==> config.mk <==
export PLATFORM = sky130hd
export DESIGN_NAME = sic_issue_queue_flat
export DESIGN_NICKNAME = d
export VERILOG_FILES = /design/src/rtl/sic_issue_queue_if.sv /design/src/rtl/sic_issue_queue.sv /design/src/flat_wrapper.sv
export SDC_FILE = /design/constraint.sdc
export NUM_CORES = 1
export LEC_CHECK = 0
export BUFFER_PORTS_ARGS = -buffer_cell sky130_fd_sc_hd__buf_2
export CAP_MARGIN = 20
export CORE_UTILIZATION = 53
export CTS_BUF_LIST = sky130_fd_sc_hd__clkbuf_8
export CTS_CLUSTER_SIZE = 28
export DETAILED_ROUTE_END_ITERATION = 16
export GPL_TIMING_DRIVEN = 1
export PLACE_DENSITY = 0.78
export SLEW_MARGIN = 20
export SYNTH_ARGS = -nofsm -noshare
export SYNTH_HDL_FRONTEND = slang
export SYNTH_SLANG_ARGS = --single-unit
==> constraint.sdc <==
create_clock -name clk -period 2.9 [get_ports clk]
set_input_delay 0.29 -clock clk [delete_from_list [all_inputs] [get_ports clk]]
set_output_delay 0.29 -clock clk [all_outputs]
set_load 0.05 [all_outputs]
==> src/rtl/sic_issue_queue_if.sv <==
// SIC issue-queue bus bundle.
// Carries the issue-side handshake, the executor start/done handshake, the
// in-flight advertisement, flush and the queue status outputs.
// The queue itself connects through the slave modport; the environment
// (issue stage, executors, bench) uses the master modport.
interface sic_issue_queue_if #(
    parameter int DEPTH = 4,
    parameter int PKT_W = 64
);
    localparam int OCC_W = $clog2(DEPTH) + 1;

    // Issue side
    logic             req_instr;
    logic             pkt_valid;
    logic [2:0]       pkt_kind;
    logic [PKT_W-1:0] pkt_data;

    // Executor side
    logic             exec_valid;
    logic [2:0]       exec_kind;
    logic [PKT_W-1:0] exec_data;
    logic             exec_done;

    // In-flight advertisement
    logic             adv_valid;
    logic [PKT_W-1:0] adv_data;

    // Control and status
    logic             flush;
    logic [OCC_W-1:0] occupancy;
    logic             overflow_err;

    modport master (
        input  req_instr,
        output pkt_valid,
        output pkt_kind,
        output pkt_data,
        input  exec_valid,
        input  exec_kind,
        input  exec_data,
        output exec_done,
        input  adv_valid,
        input  adv_data,
        output flush,
        input  occupancy,
        input  overflow_err
    );

    modport slave (
        output req_instr,
        input  pkt_valid,
        input  pkt_kind,
        input  pkt_data,
        output exec_valid,
        output exec_kind,
        output exec_data,
        input  exec_done,
        output adv_valid,
        output adv_data,
        input  flush,
        output occupancy,
        output overflow_err
    );
endinterface

==> src/rtl/sic_issue_queue.sv <==
// SIC issue queue.
// A DEPTH-entry circular FIFO of {kind, payload} packets feeding a single
// in-flight slot. In IDLE the head of the queue is offered to the executors
// with a one-cycle exec_valid pulse and moved into the in-flight register;
// the queue then waits in EXEC until the executor reports exec_done.
// flush empties the queue only; the in-flight packet is untouched.
// overflow_err latches any packet offered while req_instr was low.
module sic_issue_queue #(
    parameter int DEPTH = 4,
    parameter int PKT_W = 64
) (
    input  logic              clk,
    input  logic              rst_n,
    sic_issue_queue_if.slave  bus
);
    localparam int PTR_W = (DEPTH > 1) ? $clog2(DEPTH) : 1;
    localparam int OCC_W = $clog2(DEPTH) + 1;
    localparam int ENT_W = PKT_W + 3;

    localparam logic [OCC_W-1:0] DEPTH_OCC    = OCC_W'(DEPTH);
    localparam logic [OCC_W-1:0] OCC_ZERO     = {OCC_W{1'b0}};
    localparam logic [OCC_W-1:0] OCC_ONE      = OCC_W'(1);
    localparam logic [PTR_W-1:0] PTR_ZERO     = {PTR_W{1'b0}};
    localparam logic [PTR_W-1:0] PTR_ONE      = PTR_W'(1);
    localparam logic [PKT_W-1:0] DATA_ZERO    = {PKT_W{1'b0}};
    localparam logic [2:0]       KIND_IMM     = 3'd2;
    localparam logic [2:0]       KIND_SYSCALL = 3'd4;

    typedef enum logic [0:0] {
        ST_IDLE = 1'b0,
        ST_EXEC = 1'b1
    } state_t;

    // Undefined packet classes (5..7) are executed as immediates.
    function automatic logic [2:0] norm_kind(input logic [2:0] kind);
        logic [2:0] res;
        if (kind > KIND_SYSCALL) begin
            res = KIND_IMM;
        end else begin
            res = kind;
        end
        return res;
    endfunction

    // Registered state
    state_t           state_r;
    logic [ENT_W-1:0] fifo_r [DEPTH];
    logic [PTR_W-1:0] wr_ptr_r;
    logic [PTR_W-1:0] rd_ptr_r;
    logic [OCC_W-1:0] occ_r;
    logic [PKT_W-1:0] inflight_r;
    logic             overflow_r;

    // Combinational decode
    logic             req_s;
    logic             push_s;
    logic             drop_s;
    logic             pop_s;
    logic [ENT_W-1:0] head_s;
    logic [2:0]       exec_kind_s;
    logic [PKT_W-1:0] exec_data_s;
    logic             adv_valid_s;
    logic [PKT_W-1:0] adv_data_s;

    // Handshake decode: space/flush gating, push/drop/pop and executor bus.
    always_comb begin
        req_s       = (occ_r < DEPTH_OCC) && !bus.flush;
        push_s      = bus.pkt_valid && req_s;
        drop_s      = bus.pkt_valid && !req_s;
        pop_s       = (state_r == ST_IDLE) && (occ_r != OCC_ZERO) && !bus.flush;
        head_s      = fifo_r[rd_ptr_r];
        exec_kind_s = 3'd0;
        exec_data_s = DATA_ZERO;
        if (pop_s) begin
            exec_kind_s = head_s[ENT_W-1:PKT_W];
            exec_data_s = head_s[PKT_W-1:0];
        end else begin
            exec_kind_s = 3'd0;
            exec_data_s = DATA_ZERO;
        end
        adv_valid_s = (state_r == ST_EXEC);
        if (adv_valid_s) begin
            adv_data_s = inflight_r;
        end else begin
            adv_data_s = DATA_ZERO;
        end
    end

    assign bus.req_instr    = req_s;
    assign bus.exec_valid   = pop_s;
    assign bus.exec_kind    = exec_kind_s;
    assign bus.exec_data    = exec_data_s;
    assign bus.adv_valid    = adv_valid_s;
    assign bus.adv_data     = adv_data_s;
    assign bus.occupancy    = occ_r;
    assign bus.overflow_err = overflow_r;

    // Packet storage: write the normalised packet at the tail on enqueue.
    always_ff @(posedge clk) begin
        if (push_s) begin
            fifo_r[wr_ptr_r] <= {norm_kind(bus.pkt_kind), bus.pkt_data};
        end
    end

    // Queue bookkeeping: pointers and occupancy, cleared by flush.
    always_ff @(posedge clk or negedge rst_n) begin
        if (!rst_n) begin
            wr_ptr_r <= PTR_ZERO;
            rd_ptr_r <= PTR_ZERO;
            occ_r    <= OCC_ZERO;
        end else if (bus.flush) begin
            wr_ptr_r <= PTR_ZERO;
            rd_ptr_r <= PTR_ZERO;
            occ_r    <= OCC_ZERO;
        end else begin
            if (push_s) begin
                wr_ptr_r <= wr_ptr_r + PTR_ONE;
            end
            if (pop_s) begin
                rd_ptr_r <= rd_ptr_r + PTR_ONE;
            end
            case ({push_s, pop_s})
                2'b10:   occ_r <= occ_r + OCC_ONE;
                2'b01:   occ_r <= occ_r - OCC_ONE;
                default: occ_r <= occ_r;
            endcase
        end
    end

    // Dispatch FSM: IDLE pops the head into the in-flight slot, EXEC waits for commit.
    always_ff @(posedge clk or negedge rst_n) begin
        if (!rst_n) begin
            state_r    <= ST_IDLE;
            inflight_r <= DATA_ZERO;
        end else begin
            case (state_r)
                ST_IDLE: begin
                    if (pop_s) begin
                        inflight_r <= head_s[PKT_W-1:0];
                        state_r    <= ST_EXEC;
                    end
                end
                ST_EXEC: begin
                    if (bus.exec_done) begin
                        state_r <= ST_IDLE;
                    end
                end
                default: begin
                    state_r <= ST_IDLE;
                end
            endcase
        end
    end

    // Sticky overflow flag: a packet offered with no room is lost for good.
    always_ff @(posedge clk or negedge rst_n) begin
        if (!rst_n) begin
            overflow_r <= 1'b0;
        end else if (drop_s) begin
            overflow_r <= 1'b1;
        end
    end
endmodule

==> src/flat_wrapper.sv <==
// flat-port wrapper written by rule: the top's interface ports become plain ports
module sic_issue_queue_flat 
#(
    parameter int DEPTH = 4,
    parameter int PKT_W = 64
)
  (clk, rst_n, bus_req_instr, bus_pkt_valid, bus_pkt_kind, bus_pkt_data, bus_exec_valid, bus_exec_kind, bus_exec_data, bus_exec_done, bus_adv_valid, bus_adv_data, bus_flush, bus_occupancy, bus_overflow_err);
  sic_issue_queue_if #(.DEPTH(DEPTH), .PKT_W(PKT_W)) bus_i ();
  input  logic clk;
  input  logic rst_n;
  output wire logic [$bits(bus_i.req_instr)-1:0] bus_req_instr;
  input wire logic [$bits(bus_i.pkt_valid)-1:0] bus_pkt_valid;
  input wire logic [$bits(bus_i.pkt_kind)-1:0] bus_pkt_kind;
  input wire logic [$bits(bus_i.pkt_data)-1:0] bus_pkt_data;
  output wire logic [$bits(bus_i.exec_valid)-1:0] bus_exec_valid;
  output wire logic [$bits(bus_i.exec_kind)-1:0] bus_exec_kind;
  output wire logic [$bits(bus_i.exec_data)-1:0] bus_exec_data;
  input wire logic [$bits(bus_i.exec_done)-1:0] bus_exec_done;
  output wire logic [$bits(bus_i.adv_valid)-1:0] bus_adv_valid;
  output wire logic [$bits(bus_i.adv_data)-1:0] bus_adv_data;
  input wire logic [$bits(bus_i.flush)-1:0] bus_flush;
  output wire logic [$bits(bus_i.occupancy)-1:0] bus_occupancy;
  output wire logic [$bits(bus_i.overflow_err)-1:0] bus_overflow_err;
  assign bus_req_instr = bus_i.req_instr;
  assign bus_i.pkt_valid = bus_pkt_valid;
  assign bus_i.pkt_kind = bus_pkt_kind;
  assign bus_i.pkt_data = bus_pkt_data;
  assign bus_exec_valid = bus_i.exec_valid;
  assign bus_exec_kind = bus_i.exec_kind;
  assign bus_exec_data = bus_i.exec_data;
  assign bus_i.exec_done = bus_exec_done;
  assign bus_adv_valid = bus_i.adv_valid;
  assign bus_adv_data = bus_i.adv_data;
  assign bus_i.flush = bus_flush;
  assign bus_occupancy = bus_i.occupancy;
  assign bus_overflow_err = bus_i.overflow_err;
  sic_issue_queue #(.DEPTH(DEPTH), .PKT_W(PKT_W)) u_core (.clk(clk), .rst_n(rst_n), .bus(bus_i));
endmodule
* Word level (Yosys, flattened, before mapping)
Memories as Yosys holds them, arrays and structs flattened.
Cells that the tools add are included.
** Storage, ports and cells
- Bits in registers :: 73
- RAM bits :: 268
- Input port bits :: 72
- Memories kept :: 1
** Cells by class
- Add/subtract/negate cells :: 4
- $lt $le $gt $ge :: 2
- Equality and inequality tests :: 2
- Mux-type cells :: 16
- Bitwise operators :: 1
- Reduce and logical (&&, ||, !) cells :: 12
** Memory list
- u_core.fifo_r :: depth 4, width 67, read ports 1, clocked after memory_dff 0, wr ports 1, line sic_issue_queue.sv:47 : logic [ENT_W-1:0] fifo_r [DEPTH];
** Operators by type and width (count)
- 64-bit 2-to-1 mux :: 2
- 3-bit 2-to-1 mux :: 4
- 2-bit 2-to-1 mux :: 4
- 3-bit case mux with 2 select lines :: 1
- 3-bit nonzero test :: 2
- 1-bit logical AND :: 5
- 2-bit by 1-bit adder with 2-bit output, second input constant :: 2
- 1-bit 2-to-1 mux :: 4
- 2-bit nonzero test :: 2
- 3-bit by 1-bit adder with 3-bit output, second input constant :: 1
- 3-bit > comparator, second input constant :: 1
- 3-bit < comparator, second input constant :: 1
- 3-bit by 1-bit subtractor with 3-bit output, second input constant :: 1
- 2-bit by 1-bit == test with 1-bit output, second input constant :: 1
- 2-bit == test, second input constant :: 1
- 1-bit logical NOT :: 2
- 1-bit case mux with 2 select lines :: 1
- 2-bit AND reduction :: 1
- 1-bit inverter :: 1

* Longest topological paths before layout
Gate-level depths: netlist of the first run.
- Depth in word-level cells :: 6
- Depth in mapped cells :: 8

* Worst setup path after synthesis of the first run
OpenSTA, ideal clock, no wires.
- Path kind :: register to register
- Start :: register u_core.occ_r[2] (netlist: u_core.bus.occupancy[2])
- End :: memory u_core.fifo_r[1][0] (netlist bit) (enable)
- Setup time :: 0.432 ns
- Arrival :: 2.847 ns
- Required time :: 2.468 ns
- Path slack :: -0.379 ns
- Stages on the path, launching flop included :: 4
- Buffers on the path :: 1
- Path through :: dfrtp_1 buf_2 nor3b_2 and2_1
** On the way
- Word-level cells in the longest chain between the ends :: 5
** Ends and longest elaborated chain
- from (decl) :: line sic_issue_queue.sv:50 : logic [OCC_W-1:0] occ_r;
- from (signal assigned) :: line sic_issue_queue.sv:123 : 2'b10: occ_r <= occ_r + OCC_ONE;
- from (signal assigned) :: line sic_issue_queue.sv:124 : 2'b01: occ_r <= occ_r - OCC_ONE;
- from (signal assigned) :: line sic_issue_queue.sv:125 : default: occ_r <= occ_r;
- 3-bit < comparator :: line sic_issue_queue.sv:67 : req_s = (occ_r < DEPTH_OCC) && !bus.flush;
- 1-bit logical AND :: line sic_issue_queue.sv:67
- 1-bit logical AND :: line sic_issue_queue.sv:68 : push_s = bus.pkt_valid && req_s;
- 1-bit 2-to-1 mux :: line sic_issue_queue.sv:100 : if (push_s) begin
- 1-bit 2-to-1 mux (implied by the code) :: line sic_issue_queue.sv:101 : fifo_r[wr_ptr_r] <= {norm_kind(bus.pkt_kind), bus.pkt_data};
- to (decl) :: line sic_issue_queue.sv:47
Every way passes these cells.

* Worst setup path after layout of the first run
- Start :: register u_core.occ_r[2] (netlist: u_core.bus.occupancy[2])
- End :: output port bus_exec_data[62]
** On the way
- Word-level cells in the longest chain between the ends :: 4
** Ends and longest elaborated chain
- 3-bit nonzero test :: line sic_issue_queue.sv:70 : pop_s = (state_r == ST_IDLE) && (occ_r != OCC_ZERO) && !bus.flush;
- 1-bit logical AND (2 in a row) :: line sic_issue_queue.sv:70
- 64-bit 2-to-1 mux :: line sic_issue_queue.sv:74 : if (pop_s) begin
- to (decl) :: line flat_wrapper.sv:17 : output wire logic [$bits(bus_i.exec_data)-1:0] bus_exec_data;
Every way passes these cells.

==> results of run 1 <==
-- synth_stat cells (all sizes together) (3+ instances only) --
library cell | number | area, um^2
edfxtp | 268 | 8048
and2 | 135 | 844.6
dfrtp | 73 | 1827
mux4 | 67 | 1509
mux2 | 64 | 833.3
buf | 20 | 165.2
clkbuf | 20 | 81.32
inv | 7 | 28.78
o21ai | 5 | 25.02
ha | 4 | 50.05
nor2 | 4 | 15.01
nand2 | 3 | 11.26
xnor2 | 3 | 26.28
-- worst paths after layout --
| path | start | end | slack [ps] | cells past startpoint |
|---|---|---|---|---|
| worst min-delay path | bus_flush | u_core.rd_ptr_r[1]$_DFFE_PN0P_ | 50 | 2 |
| max in group asynchronous | rst_n | u_core.inflight_r[54]$_DFFE_PN0P_ | 1990 | 3 |
| min in group asynchronous | rst_n | u_core.inflight_r[1]$_DFFE_PN0P_ | 160 | 2 |
| worst min register to register | u_core.bus.overflow_err$_DFFE_PN0P_ | u_core.bus.overflow_err$_DFFE_PN0P_ | 480 | 1 |
| worst max-delay path | u_core.bus.occupancy[2]$_DFFE_PN0P_ | bus_exec_data[62] | 150 | 6 |
| worst max register to register | u_core.bus.occupancy[2]$_DFFE_PN0P_ | u_core.bus.occupancy[1]$_DFFE_PN0P_ | 520 | 6 |
-- per-stage QoR --
| step | cell area (um^2) | total power [mW] |
|---|---|---|
| after floorplan | 13680 | 10.98 |
| after global placement | 15200 | 12.14 |
| after detailed placement | 15200 | 12.26 |
| after CTS | 16840 | 15.96 |
| after global routing | 16900 | 16.64 |
| final | 16900 | 15.89 |
-- power by group through the flow --
stage          registers [mW]  clock network (mW)  logic (mW)
4_1_cts                  6.43                3.69        5.84
6_report                 6.39                3.59        5.91
2_1_floorplan            6.38                   0        4.61
3_3_place_gp             6.48                   0        5.66
5_1_grt                  6.47                3.91        6.26
3_5_place_dp             6.52                   0        5.74
-- per-layer routing --
layer  routed length (um)  global-route usage [%]
met5                    0                       0
met2                13930                   35.64
met1                10930                   25.76
met3                 1377                   3.692
met4                  646                   7.392
-- final cells by class --
type | instances | area, um^2 | area share, %
Inverter | 7 | 28.78 | 0.1703
Clock buffer | 55 | 757.0 | 4.480
Tap cell | 330 | 412.9 | 2.444
Sequential cell | 341 | 9882 | 58.49
Multi-Input combinational cell | 311 | 3536 | 20.93
Clock inverter | 43 | 202.7 | 1.200
Timing Repair Buffer | 302 | 2077 | 12.29
-- worst max-delay path, stage by stage, from the launching register on --
cell and delay (ps):
dfrtp_1 530, nor3_4 90, or3_4 380, inv_4 130, clkbuf_16 310, and2_1 170
buf_2 250
-- sequential cells by signal, indices dropped and copies added, names as in the netlist --
register                 count
u_core.fifo_r              268
u_core.inflight_r           64
u_core.rd_ptr_r              2
u_core.bus.adv_valid         1
u_core.bus.overflow_err      1
u_core.wr_ptr_r              2
u_core.bus.occupancy         3
-- what timing repair did --
| action | CTS | global route |
|---|---|---|
| cloned | 0 | 1 |
| resized for setup | 1 | 1 |
| buffers inserted | 0 | 2 |
| endpoints found under the hold margin | 279 | 0 |
| endpoints found under the setup margin | 1 | 49 |
| hold buffers | 67 | 0 |
-- layout by cell type (no fill, tap or decap), drive strengths merged, types with 5 or more instances in the layout --
cell and count:
edfxtp 268, buf 234, and2 135, dfrtp 73
mux4 67, dlygate4sd3 67, mux2 64, clkbuf 56
inv 32, clkinv 17, o21ai 5
-- kinds of logic (layout without fill, tap and decap cells) --
| logic type | after synthesis | count (layout) | share of synthesized area (%) |
|---|---|---|---|
| compound gates | 16 | 16 | 0.7502 |
| fa+ha+maj | 5 | 5 | 0.5124 |
| simple gates | 156 | 156 | 7.200 |
| flops | 341 | 341 | 72.20 |
| mux | 131 | 131 | 17.13 |
| buf+inv | 47 | 407 | 2.013 |
| xor+xnor | 3 | 3 | 0.1922 |
==> impl_metrics.yaml, run 1 <==
die:
  die_h_um: 162.6
  num_rows: 58
  start_util_pct: 54.15
  dieArea_um2: 26450
  die_x_um: 162.6
  io_pins: 210
  coreArea_um2: 25250
finish:
  layout.nets: 1093
  diodes: 0
  area_delta_synth_final_pct: 23.55
  drive_above_1_share_pct: 41.93
  final_cell_count_no_fill: 1389
  fill_cells: 1715
  fin_util_pct: 66.90
pwr:
  switching_power_mw: 5.743
  irDropWorstVdd_uv: 655.7
  pwr-share-seq_pct: 40.2
  p_per_area_nw_per_um2: 940.5
  p_int_mw: 10.15
  swShare_pct: 36.14
  power_frac_comb_pct: 37.2
  clkPwrFrac_pct: 22.6
  power.leakage_nw: 6.574
yosys:
  ys_seq_elements: 341
  yosysWarnings: 0
  synth-edff-count: 268
  yosysSeqAreaShare_pct: 72.20
  synth_area_per_cell_um2: 19.56
  synth_ff_type: "edfxtp_1"
  synthArstFlopShare_pct: 21.41
  synth_cell_type_count: 38
  synth_area_um2: 13680
  synthCells: 699
  mappedNetlistNets: 776
clock_network:
  clk_pin_slew_ps: 60
  insertion_delay_ps: 570
  htree_levels: 2
  cts_buffers: 53
  cts_sinks: 341
  cts_tree: "built"
  clk_path_buf_depth: 3
  root_buffer: "clkbuf_8"
global_routing:
  grt_max_degree: 95
  grt_usage_pct: 20.47
  grt_pass1_wl_um: 41060
  grt_pass1_vias: 7682
  antenna_found_initial: 0
  overflow: 0
detailed_routing:
  postRouteAntennaNets: 0
  drcViolationCount: 0
  dr.pass1.iters: 5
  routedWlPerCell_um: 19.36
  drtIter0Drc: 317
  viasPerCell: 5.263
  drt_wl_total_um: 26890
  vias: 7311
sta:
  rsz0062_at_grt: "false"
  maxSlewViolCount: 0
  fin_tns_setup_ps: 0
  tightest_slew_ps: 708.2
  fin_worst_skew_ps: 27.98
  finalHoldViolCount: 0
  slew_headroom_pct: 52.79
  setup_viol: 0
  clock.fmax_ghz: 0.3633
  fin_ws_ps: 147.4
  min_period_over_period_pct: 94.92
  timing.hold.ws_ps: 50.12
  period_minus_slack_ps: 2753
placement:
  dpl.hpwl_um: 16140
  place_ws_ps: 559.8
  io_buffer_count: 209
  dpl.cell_count: 1221
  routabilityCongestion: 0.7362
flow_run:
  drv_cap: 0
worst_setup_path:
  crit_path_start_kind: "register"
  critPathCaptureType: "primary output"
  cp.arrival_ps: 2460
  critPathKind: "reg -> out"
  cp_max_fo: 47
  critPathRequiredTime_ps: 2610
outcome:
  outcome: "finished, final reports clean"
worst_hold_path:
  hold_class: "in -> reg"
(Power assumes the default switching activity.)
==> run 2: changes to the inputs <==
--- a/config.mk
+++ b/config.mk
@@ -7,6 +7,7 @@
 export LEC_CHECK = 0
 export BUFFER_PORTS_ARGS = -buffer_cell sky130_fd_sc_hd__buf_2
 export CAP_MARGIN = 20
+export CORE_ASPECT_RATIO = 1.2
 export CORE_UTILIZATION = 53
 export CTS_BUF_LIST = sky130_fd_sc_hd__clkbuf_8
 export CTS_CLUSTER_SIZE = 28
==> run 2 against run 1 <==
  * Combinational power is 3% lower
  * Largest cell class unchanged
  * Final cell count is 1.0% lower
  * Global-route usage is 0.35 points lower
  * Critical path type unchanged
  * Routed wire length is 3.1% lower
  * Highest routed layer unchanged
  * Maximum frequency is 0.48% higher
  * Largest power group unchanged
  * Sequential power hardly changed
  * Hold slack better by 33 ps
==> impl_metrics.yaml, run 2 (synthesized netlist as in run 1, its figures left out) <==
outcome:
  outcome: "finished, final reports clean"
sta:
  tightest_slew_ps: 901.3
  clock.fmax_ghz: 0.3651
  min_period_over_period_pct: 94.46
  maxSlewViolCount: 0
  fin_ws_ps: 160.7
  fin_worst_skew_ps: 20.34
  fin_tns_setup_ps: 0
  finalHoldViolCount: 0
  period_minus_slack_ps: 2739
  slew_headroom_pct: 39.92
  rsz0062_at_grt: "false"
  setup_viol: 0
detailed_routing:
  routedWlPerCell_um: 18.95
  dr.pass1.iters: 4
  drcViolationCount: 0
  drt_wl_total_um: 26060
  viasPerCell: 5.244
  drtIter0Drc: 443
  postRouteAntennaNets: 0
  vias: 7211
global_routing:
  grt_usage_pct: 20.12
  overflow: 0
  grt_max_degree: 80
  grt_pass1_vias: 7680
  antenna_found_initial: 0
  grt_pass1_wl_um: 40320
clock_network:
  htree_levels: 2
  cts_buffers: 51
  clk_path_buf_depth: 3
  clk_pin_slew_ps: 60
  root_buffer: "clkbuf_8"
  cts_tree: "built"
  cts_sinks: 341
  insertion_delay_ps: 550
die:
  die_x_um: 148.6
  io_pins: 210
  num_rows: 64
  die_h_um: 178.0
  dieArea_um2: 26450
  coreArea_um2: 25380
  start_util_pct: 53.87
worst_setup_path:
  critPathCaptureType: "primary output"
  cp_max_fo: 36
  cp.arrival_ps: 2450
  critPathRequiredTime_ps: 2610
  critPathKind: "reg -> out"
  crit_path_start_kind: "register"
placement:
  place_ws_ps: 612.6
  routabilityCongestion: 0.7258
  dpl.hpwl_um: 15640
  io_buffer_count: 209
finish:
  layout.nets: 1081
  final_common_cell: "edfxtp_1"
  drive_above_1_share_pct: 41.34
  area_delta_synth_final_pct: 22.36
  diodes: 0
  largest_register_ffs: 268
  top_register: "u_core.fifo_r"
  most-common-layout-cells: "edfxtp_1, buf_2, and2_1"
pwr:
  irDropWorstVdd_uv: 662.9
  p_per_area_nw_per_um2: 933.5
  power.leakage_nw: 6.451
flow_run:
  drv_cap: 0
worst_hold_path:
  hold_class: "in -> reg"
[run 2: worst max-delay path, cell delays in order (launching register included)]
cell     delay, ps
dfrtp_4        810
buf_12         330
mux4_2         370
and2_1         170
buf_2          200
[run 2: path summary, 6_finish.rpt]
| kind | end | startpoint | slack, ps | cells after the start |
|---|---|---|---|---|
| min | u_core.rd_ptr_r[1]$_DFFE_PN0P_ | bus_flush | 80 | 2 |
| min in group asynchronous | u_core.inflight_r[5]$_DFFE_PN0P_ | rst_n | 420 | 2 |
| max in group asynchronous | u_core.inflight_r[58]$_DFFE_PN0P_ | rst_n | 1750 | 3 |
| max | bus_exec_kind[1] | u_core.rd_ptr_r[1]$_DFFE_PN0P_ | 160 | 4 |
| min reg2reg | u_core.bus.overflow_err$_DFFE_PN0P_ | u_core.bus.overflow_err$_DFFE_PN0P_ | 470 | 1 |
| max reg2reg | u_core.bus.occupancy[1]$_DFFE_PN0P_ | u_core.bus.occupancy[0]$_DFFE_PN0P_ | 660 | 7 |
[run 2: area by class of cell]
class | instances | area, um^2
multi-input cells | 311 | 3536
repair buffers | 292 | 1949
flip-flops and latches | 341 | 9887
clock buffers | 53 | 729.5
clock inverters | 41 | 187.7
inverters | 7 | 31.28
fillers | 1727 | 8651
well taps | 330 | 412.9
[run 2: timing repair]
| item | in CTS | in global routing |
|---|---|---|
| endpoints found under the setup margin | 0 | 66 |
| hold buffers | 66 | 0 |
| resized for setup | 0 | 4 |
| buffers inserted | 0 | 1 |
| hold endpoints to repair | 320 | 0 |
[run 2: layer usage]
layer	vias to the layer above	share of wire (%)	track usage (%)
met3	37	5.0	3.830
met5	-	0	0
met1	3678	41	25.39
met4	0	1.8	6.830
li1	3292	-	-
met2	204	52	34.85
[run 2: report_power, final]
| group | total, mW | switching, mW | leakage [nW] | internal, mW |
|---|---|---|---|---|
| clock network | 3.48 | 1.70 | 0.536 | 1.78 |
| registers | 6.38 | 0.358 | 3.30 | 6.02 |
| logic | 5.76 | 3.56 | 2.62 | 2.20 |
[run 2: stage by stage]
stage	total power, mW	cell area (um^2)	hold WS (ps)	cells	utilization, %
finish	15.62	16730	82.87	1375	65.92
global route	16.39	16730	62.59	1375	65.92
CTS	15.78	16710	37.68	1374	65.82
detailed placement	12.20	15130	465.8	1214	59.60
global placement	12.09	15130	454.9	1214	59.60
floorplan	10.98	13680	-5.591	699	-
==> run 3: changes to the inputs <==
--- a/config.mk
+++ b/config.mk
@@ -8,12 +8,12 @@
 export BUFFER_PORTS_ARGS = -buffer_cell sky130_fd_sc_hd__buf_2
 export CAP_MARGIN = 20
 export CORE_ASPECT_RATIO = 1.2
-export CORE_UTILIZATION = 53
-export CTS_BUF_LIST = sky130_fd_sc_hd__clkbuf_8
+export CORE_UTILIZATION = 51
+export CTS_BUF_LIST = sky130_fd_sc_hd__clkbuf_8 sky130_fd_sc_hd__clkbuf_16
 export CTS_CLUSTER_SIZE = 28
 export DETAILED_ROUTE_END_ITERATION = 16
 export GPL_TIMING_DRIVEN = 1
-export PLACE_DENSITY = 0.78
+export PLACE_DENSITY = 0.76
 export SLEW_MARGIN = 20
 export SYNTH_ARGS = -nofsm -noshare
 export SYNTH_HDL_FRONTEND = slang
==> run 3 against run 2 <==
  * Critical path depth unchanged
  * Combinational power is essentially flat
  * Maximum frequency up 0.68%
  * Final cell count decreased by 3.6%
  * Via count decreased by 2.7%
  * Sequential power is 0.6% higher
  * Utilization fell by 2.6 points
  * Register-to-register slack worse by 130 ps
  * Global-route usage decreased by 0.65 points
  * Critical path type unchanged
  * Critical endpoint is now bus_exec_data[28]
==> impl_metrics.yaml, run 3 (synthesized netlist as in run 1, its figures left out) <==
outcome:
  outcome: "finished, final reports clean"
sta:
  fin_ws_ps: 179.2
  finalHoldViolCount: 0
  setup_viol: 0
  tightest_slew_ps: 886.1
  maxSlewViolCount: 0
  fin_worst_skew_ps: 13.54
  slew_headroom_pct: 40.93
  period_minus_slack_ps: 2721
  min_period_over_period_pct: 93.82
  timing.hold.ws_ps: 14.57
  rsz0062_at_grt: "false"
  fin_tns_setup_ps: 0
  clock.fmax_ghz: 0.3675
placement:
  place_ws_ps: 562.2
  routabilityCongestion: 0.7287
  dpl.hpwl_um: 15930
  io_buffer_count: 209
  dpl.cell_count: 1224
  dpl_cell_area_um2: 15200
pwr:
  power.leakage_nw: 6.413
  pwr-share-seq_pct: 39.2
  clkPwrFrac_pct: 25.8
  power_frac_comb_pct: 35.0
  swShare_pct: 34.45
  p_per_area_nw_per_um2: 980.9
  switching_power_mw: 5.637
  power.total_mw: 16.37
  p_int_mw: 10.73
  irDropWorstVdd_uv: 553.7
detailed_routing:
  dr.pass1.iters: 4
  routedWlPerCell_um: 19.63
  drtIter0Drc: 363
  drcViolationCount: 0
  viasPerCell: 5.293
  postRouteAntennaNets: 0
  vias: 7019
  drt_wl_total_um: 26030
clock_network:
  clk_pin_slew_ps: 60
  cts_tree: "built"
  htree_levels: 2
  root_buffer: "clkbuf_16"
  insertion_delay_ps: 500
  cts_sinks: 341
  clk_path_buf_depth: 3
  post_cts_buffers: 0
  cts_buffers: 34
global_routing:
  grt_max_degree: 80
  grt_pass1_wl_um: 40060
  grt_usage_pct: 19.46
  antenna_found_initial: 0
  overflow: 0
  grt_pass1_vias: 7269
worst_setup_path:
  slowest_delay_ps: 830
  reg2reg_to: "u_core.bus.occupancy[1]$_DFFE_PN0P_"
  worstPathCellList: "buf_12, mux4_2, and2_1, buf_2"
  path_buf_inv: 2
  cp.arrival_ps: 2430
  crit_path_start_kind: "register"
  reg2reg_slack_ps: 530
  crit_slowest_cell: "dfrtp_2"
  critPathKind: "reg -> out"
  reg2reg_from: "u_core.bus.occupancy[0]$_DFFE_PN0P_"
  reg2reg_depth: 7
  critPathTopFamily: "flip-flops"
  critPathCaptureType: "primary output"
  cp_max_fo: 34
  critPathRequiredTime_ps: 2610
worst_hold_path:
  min_path_cells: 1
  hold_class: "in -> reg"
  min_from: "bus_pkt_data[51]"
  min_delay_worst_endpoint: "u_core.fifo_r[3][51]$_DFFE_PP_"
finish:
  fin_util_pct: 63.32
  final_common_cell: "edfxtp_1"
  final_area_um2: 16680
  area_delta_synth_final_pct: 22.00
  most-common-layout-cells: "edfxtp_1, buf_2, and2_1"
  largest_register_ffs: 268
  layout.nets: 1040
  drive_above_1_share_pct: 42.37
  final_cell_count_no_fill: 1326
  top_register: "u_core.fifo_r"
die:
  start_util_pct: 51.90
  dieArea_um2: 27480
  die_x_um: 151.5
  die_h_um: 181.4
  io_pins: 210
  num_rows: 65
  coreArea_um2: 26350
flow_run:
  drv_cap: 0
-- run 3: changes by cell type in the layout (fill, tap and decap cells not counted), moves of 4 or more --
cell,before,now
clkbuf_16,0,37
clkbuf_8,53,5
clkinv_1,17,5
clkinv_2,6,2
dlygate4sd3_1,66,38
inv_1,23,17
-- run 3: worst max-delay path by stage --
stage                                                   start                                  end  slack [ps]  cells past startpoint
after floorplan           u_core.bus.occupancy[2]$_DFFE_PN0P_        u_core.fifo_r[0][0]$_DFFE_PP_         340                      3
after CTS                      u_core.rd_ptr_r[1]$_DFFE_PN0P_                    bus_exec_data[19]         120                      4
after global routing           u_core.rd_ptr_r[1]$_DFFE_PN0P_                    bus_exec_data[28]          60                      4
final                          u_core.rd_ptr_r[1]$_DFFE_PN0P_                    bus_exec_data[28]         180                      4
after global placement         u_core.rd_ptr_r[1]$_DFFE_PN0P_                    bus_exec_data[14]         660                      4
after detailed placement  u_core.bus.occupancy[0]$_DFFE_PN0P_  u_core.bus.occupancy[1]$_DFFE_PN0P_         560                      7
-- run 3: layer usage --
| metal | global-route usage, % | part of all wire (%) | routed length, um |
|---|---|---|---|
| met5 | 0 | 0 | 0 |
| met4 | 5.040 | 1.5 | 401 |
| met3 | 3.291 | 4.9 | 1282 |
| met2 | 33.33 | 52 | 13470 |
| met1 | 25.72 | 42 | 10870 |
-- run 3: final cells by class --
cell class,instances,area [um^2]
antenna,2,5.005
clock buffer,42,994.7
clock inverter,20,108.9
fill,1872,9666
inverter,7,28.78
multi-input combinational,311,3536
sequential,341,9881
tap,335,419.2
timing repair buffer,268,1712
-- run 3: worst register-to-register path, delay by kind of cell, from the launching register on --
kind / cells / cell delay (ps)
AOI/OAI and AO/OA: 1 / 140
adders and majority gates: 1 / 520
DFF: 1 / 510
and+or+nand+nor: 5 / 1080
-- run 3: repair_timing --
action                    CTS  global route
gates resized for setup     0             0
hold endpoints to repair  198             0
hold buffers               38             0
-- run 3: power by group through the flow --
stage               Clock (mW)  Sequential (mW)  Combinational [mW]
finish                    4.21             6.42                5.73
global route              4.51             6.52                6.08
CTS                       4.33             6.43                5.81
detailed placement           0             6.52                5.76
global placement             0             6.49                5.68
floorplan                    0             6.38                4.61
